===== src/rtl/buffer_pkg.sv =====
// Shared constants and state encoding for the sample buffer and its read sequencer.
package buffer_pkg;

  localparam int ADDR_W    = 4;
  localparam int DATA_W    = 16;
  localparam int BUF_DEPTH = 1 << ADDR_W;

  typedef enum logic [1:0] {
    ST_IDLE,
    ST_ISSUE,
    ST_WAIT,
    ST_PRESENT
  } reader_state_e;

endpackage


===== src/rtl/buffer_reader.sv =====
// Read-side sequencer: walks a (base, length) window of the sample buffer and
// presents each sample on a valid/ready stream, one-shot or looped.
module buffer_reader #(
  parameter int DATA_W       = buffer_pkg::DATA_W,
  parameter int ADDR_W       = buffer_pkg::ADDR_W,
  parameter int READ_LATENCY = 1
) (
  input  logic              clk,
  input  logic              rst_n,
  input  logic              start,
  input  logic              stop,
  input  logic              loop,
  input  logic [ADDR_W-1:0] base_addr,
  input  logic [ADDR_W:0]   length,
  output logic [ADDR_W-1:0] buf_address,
  output logic              buf_oe,
  input  logic [DATA_W-1:0] buf_data,
  output logic [DATA_W-1:0] m_data,
  output logic              m_valid,
  input  logic              m_ready,
  output logic              m_last,
  output logic              busy,
  output logic              done
);
  import buffer_pkg::*;

  localparam int LEN_W  = ADDR_W + 1;
  localparam int WAIT_W = 3;
  localparam logic [LEN_W-1:0] MAX_LEN = LEN_W'(2 ** ADDR_W);

  reader_state_e     state_q, state_d;
  logic [ADDR_W-1:0] ptr_q, ptr_d;
  logic [ADDR_W-1:0] base_q, base_d;
  logic [LEN_W-1:0]  count_q, count_d;
  logic [LEN_W-1:0]  len_q, len_d;
  logic              loop_q, loop_d;
  logic [WAIT_W-1:0] wait_q, wait_d;
  logic [ADDR_W-1:0] addr_q, addr_d;
  logic              oe_q, oe_d;
  logic [DATA_W-1:0] m_data_q, m_data_d;
  logic              m_valid_q, m_valid_d;
  logic              m_last_q, m_last_d;
  logic              busy_q, busy_d;
  logic              done_q, done_d;
  logic              last_sample;

  assign last_sample = (count_q == (len_q - 1'b1));

  always_comb begin
    state_d   = state_q;
    ptr_d     = ptr_q;
    base_d    = base_q;
    count_d   = count_q;
    len_d     = len_q;
    loop_d    = loop_q;
    wait_d    = wait_q;
    addr_d    = addr_q;
    oe_d      = oe_q;
    m_data_d  = m_data_q;
    m_valid_d = m_valid_q;
    m_last_d  = m_last_q;
    done_d    = 1'b0;

    // stop outranks both a pending start and a same-cycle handshake
    if (stop && (state_q != ST_IDLE)) begin
      state_d   = ST_IDLE;
      m_valid_d = 1'b0;
      m_last_d  = 1'b0;
      oe_d      = 1'b0;
    end else begin
      case (state_q)
        ST_IDLE: begin
          if (start && !stop && (length != '0)) begin
            base_d  = base_addr;
            len_d   = (length > MAX_LEN) ? MAX_LEN : length;
            loop_d  = loop;
            ptr_d   = base_addr;
            count_d = '0;
            state_d = ST_ISSUE;
          end
        end
        ST_ISSUE: begin
          addr_d  = ptr_q;
          oe_d    = 1'b1;
          wait_d  = WAIT_W'(READ_LATENCY);
          state_d = ST_WAIT;
        end
        ST_WAIT: begin
          if (wait_q == '0) begin
            m_data_d  = buf_data;
            m_valid_d = 1'b1;
            m_last_d  = last_sample;
            oe_d      = 1'b0;
            state_d   = ST_PRESENT;
          end else begin
            wait_d = wait_q - 1'b1;
          end
        end
        ST_PRESENT: begin
          if (m_ready) begin
            m_valid_d = 1'b0;
            m_last_d  = 1'b0;
            if (!last_sample) begin
              count_d = count_q + 1'b1;
              ptr_d   = ptr_q + 1'b1;
              state_d = ST_ISSUE;
            end else if (loop_q) begin
              count_d = '0;
              ptr_d   = base_q;
              state_d = ST_ISSUE;
            end else begin
              done_d  = 1'b1;
              state_d = ST_IDLE;
            end
          end
        end
        default: state_d = ST_IDLE;
      endcase
    end

    busy_d = (state_d != ST_IDLE);
  end

  always_ff @(posedge clk or negedge rst_n) begin
    if (!rst_n) begin
      state_q   <= ST_IDLE;
      ptr_q     <= '0;
      base_q    <= '0;
      count_q   <= '0;
      len_q     <= '0;
      loop_q    <= 1'b0;
      wait_q    <= '0;
      addr_q    <= '0;
      oe_q      <= 1'b0;
      m_data_q  <= '0;
      m_valid_q <= 1'b0;
      m_last_q  <= 1'b0;
      busy_q    <= 1'b0;
      done_q    <= 1'b0;
    end else begin
      state_q   <= state_d;
      ptr_q     <= ptr_d;
      base_q    <= base_d;
      count_q   <= count_d;
      len_q     <= len_d;
      loop_q    <= loop_d;
      wait_q    <= wait_d;
      addr_q    <= addr_d;
      oe_q      <= oe_d;
      m_data_q  <= m_data_d;
      m_valid_q <= m_valid_d;
      m_last_q  <= m_last_d;
      busy_q    <= busy_d;
      done_q    <= done_d;
    end
  end

  assign buf_address = addr_q;
  assign buf_oe      = oe_q;
  assign m_data      = m_data_q;
  assign m_valid     = m_valid_q;
  assign m_last      = m_last_q;
  assign busy        = busy_q;
  assign done        = done_q;

endmodule


===== config.mk =====
export PLATFORM = sky130hd
export DESIGN_NAME = buffer_reader
export DESIGN_NICKNAME = d
export VERILOG_FILES = /design/src/rtl/buffer_pkg.sv /design/src/rtl/buffer_reader.sv
export SDC_FILE = /design/constraint.sdc
export NUM_CORES = 1
export LEC_CHECK = 0
export CAP_MARGIN = 20
export CORE_MARGIN = 5
export CORE_UTILIZATION = 46
export CTS_CLUSTER_DIAMETER = 100
export DETAILED_ROUTE_END_ITERATION = 6
export GPL_ROUTABILITY_DRIVEN = 0
export GPL_TIMING_DRIVEN = 0
export PLACE_DENSITY = 0.78
export SYNTH_ARGS = -nofsm -noshare
export SYNTH_HDL_FRONTEND = slang
export SYNTH_SLANG_ARGS = --single-unit

===== constraint.sdc =====
create_clock -name clk -period 1.8 [get_ports clk]
set_input_delay 0.18 -clock clk [delete_from_list [all_inputs] [get_ports clk]]
set_output_delay 0.18 -clock clk [all_outputs]
set_load 0.02 [all_outputs]

==> results of run 1 <==
[routing by layer]
layer,part of all wire (%),wire [um]
met3,3.9,257
met1,42,2780
met4,1.1,74
met2,52,3440
met5,0,0
[logic make-up after synthesis]
logic type | share of synthesized area (%)
fa+ha+maj | 4.28
mux | 13.9
xor+xnor | 2.66
compound gates | 13.2
flops | 46.6
simple gates | 14.6
buf+inv | 4.76
[layout by cell type (no fill, tap or decap), types with 2 or more instances in the layout]
cell	instances
a211o_1	3
a211oi_2	2
a21oi_1	7
a22o_1	3
and2_1	2
and2_4	3
and3_1	3
buf_12	2
buf_2	2
buf_4	14
buf_6	8
clkbuf_1	2
clkbuf_8	5
clkdlybuf4s50_1	54
dfrtp_1	49
ha_1	6
ha_4	3
inv_1	10
inv_2	3
mux2_2	27
mux2i_1	5
nand2_1	22
nand3_1	3
nand4_1	8
nor2_1	10
nor2b_1	2
nor2b_4	3
nor3_1	3
o211ai_4	2
o21ai_0	7
o31ai_1	3
xnor2_1	6
xor2_1	2
[registers in the layout (all words and copies together) (netlist names)]
name         count
ptr_q            4
m_valid          1
busy             1
count_q          5
m_last           1
len_q            5
done             1
buf_oe           1
loop_q           1
buf_address      4
state_q          2
base_q           4
wait_q           3
m_data          16
[per-stage QoR]
stage | power (W) | instances | util (%)
3_5_place_dp | 0.00429 | 367 | 59.7
2_1_floorplan | 0.00343 | 239 | -
6_report | 0.00562 | 392 | 67.2
3_3_place_gp | 0.00419 | 366 | 59.4
5_1_grt | 0.00600 | 392 | 67.2
4_1_cts | 0.00550 | 389 | 65.4
[critical path, stage by stage, from the launching register on]
cell and delay, ps:
dfrtp_1 420, inv_2 70, ha_4 160, buf_6 120
buf_12 120, a311oi_4 370, and2_4 260, o21ai_4 90
mux2_4 270
[report_power, final]
| group | total [W] | internal, W | switching (W) |
|---|---|---|---|
| Sequential | 0.00180 | 0.00149 | 0.000305 |
| Combinational | 0.00302 | 0.00156 | 0.00146 |
| Clock | 0.000807 | 0.000416 | 0.000391 |
[final timing paths]
check,start,end,cells after the start,slack [ps]
hold / removal,rst_n,buf_address[3],2,280
setup / recovery,state_q[1],count_q[0],8,-190
setup reg to reg,state_q[1],count_q[0],8,-190
max in group asynchronous,rst_n,len_q[2],3,1020
min in group clk,buf_data[10],m_data[10],2,480
hold reg to reg,len_q[4],len_q[4],2,510
[layout make-up]
cell class	count	area, um^2
Timing Repair Buffer	73	716
Inverter	13	48.8
Multi-Input combinational cell	166	1420
Buffer	11	103
Clock buffer	5	68.8
Fill cell	442	1820
Clock inverter	3	46.3
Tap cell	72	90.1
Sequential cell	49	1230
[timing repair]
| item | in CTS | in global routing |
|---|---|---|
| pin swaps | 13 | 6 |
| endpoints found under the hold margin | 11 | 0 |
| resized for setup | 22 | 13 |
| gates cloned | 1 | 0 |
| hold buffers | 1 | 0 |
| endpoints found under the setup margin | 30 | 26 |
| setup buffers | 12 | 3 |
==> results.yml, run 1 <==
run_status:
  status: "complete, but fails checks"
  violations: "setup timing"
synthesis:
  syn_nets: 279
  synth_edf_count: 0
  netlist-cell-type-count: 50
  ys_seq_elements: 49
  yosys-top-cells-count: "dfrtp_1, mux2_2, nand2_1"
  ys.flop_type: "dfrtp_1"
  yosys_warnings: 0
  synth_cells: 239
  yosysSeqAreaShare_pct: 46.6
  synth_area_leaders: "dfrtp_1, mux2_2, ha_1"
  syn_area_um2: 2630
  synth.top_cell.area_share_pct: 46.6
  synth_most_common_cell: "dfrtp_1"
  async_flop_share_pct: 100
  yosysTopAreaCell: "dfrtp_1"
  post_synth.cell_area_avg_um2: 11.0
sta:
  rsz0062_at_grt: "true"
  setup_slack_ps: -192
  slew_headroom_pct: 62.6
  fin_crit_ps: 1990
  whs_ps: 283
  worst_pin_slew_ps: 562
  drv_slew: 0
  timing_hold_violations_final: 0
  fmax_mhz: 502
  period_share_pct: 111
  skew_ps: 8.33
  setup_viol: 11
  setup_tns_ps: -1470
clocking:
  cts.sinks: 49
  cts-root-buf: "clkbuf_8"
  cts_tree: "yes"
  htree_levels: 2
  clkTransAtPathRegs_ps: 90
  numCtsBuffers: 5
  cts_buffer_depth: 2
  clk_latency_ps: 310
cells_and_area:
  stdcell_area_um2: 3720
  fin_nets: 359
  drive_above_1_share_pct: 29.7
  area_growth_pct: 41.4
  n_antenna_cell: 0
global_routing:
  grt_max_degree: 39
  grt_pass1_wl_um: 11200
  grt_pass1_vias: 2273
  met2_usage_pct: 32.0
  gr-usage-met3_pct: 3.84
  grt-ovfl-total: 0
  antenna_found_initial: 0
  grt_use_total_pct: 19.0
  top_usage_layer: "met2"
  gr-usage-met1_pct: 24.5
critical_path:
  cp-start-kind: "register"
  worst_ep_required_time_ps: 1990
  endpoint_kind: "register"
  cp_max_fo: 5
  crit_type: "register to register"
  critPathArrivalTime_ps: 2180
detailed_routing:
  vias: 2123
  totalWireLength_um: 6560
  ant_nets: 0
  via_per_inst: 5.42
  drtIter0Drc: 83
  remaining_drc_errors: 0
  wl_per_cell_um: 16.7
  firstDrtPassIters: 4
floorplan:
  core_um2: 5540
  rows: 27
  io-pin-count: 56
  dieWidth_um: 85.6
  die_height_um: 85.6
  die-area_um2: 7330
  start_util_pct: 47.5
min_path:
  hold_class: "input pin to async pin"
job:
  maxCapViolations: 0
placed_design:
  post-place-ws_ps: -425
  dp.final_hpwl_um: 4530
  placed_area_um2: 3310
  port_buffers: 55
pwr:
  power.density_nw_per_um2: 1510
  leakagePower_nw: 1.64
  vdd_drop_max_mv: 0.831
No activity file was read; power rests on OpenSTA's default activity.
==> run 2, diff against run 1 <==
- CAP_MARGIN: 20 -> default
==> results of run 2 <==
Same layout as run 1: the final DEF is identical, and so are final timing and power.
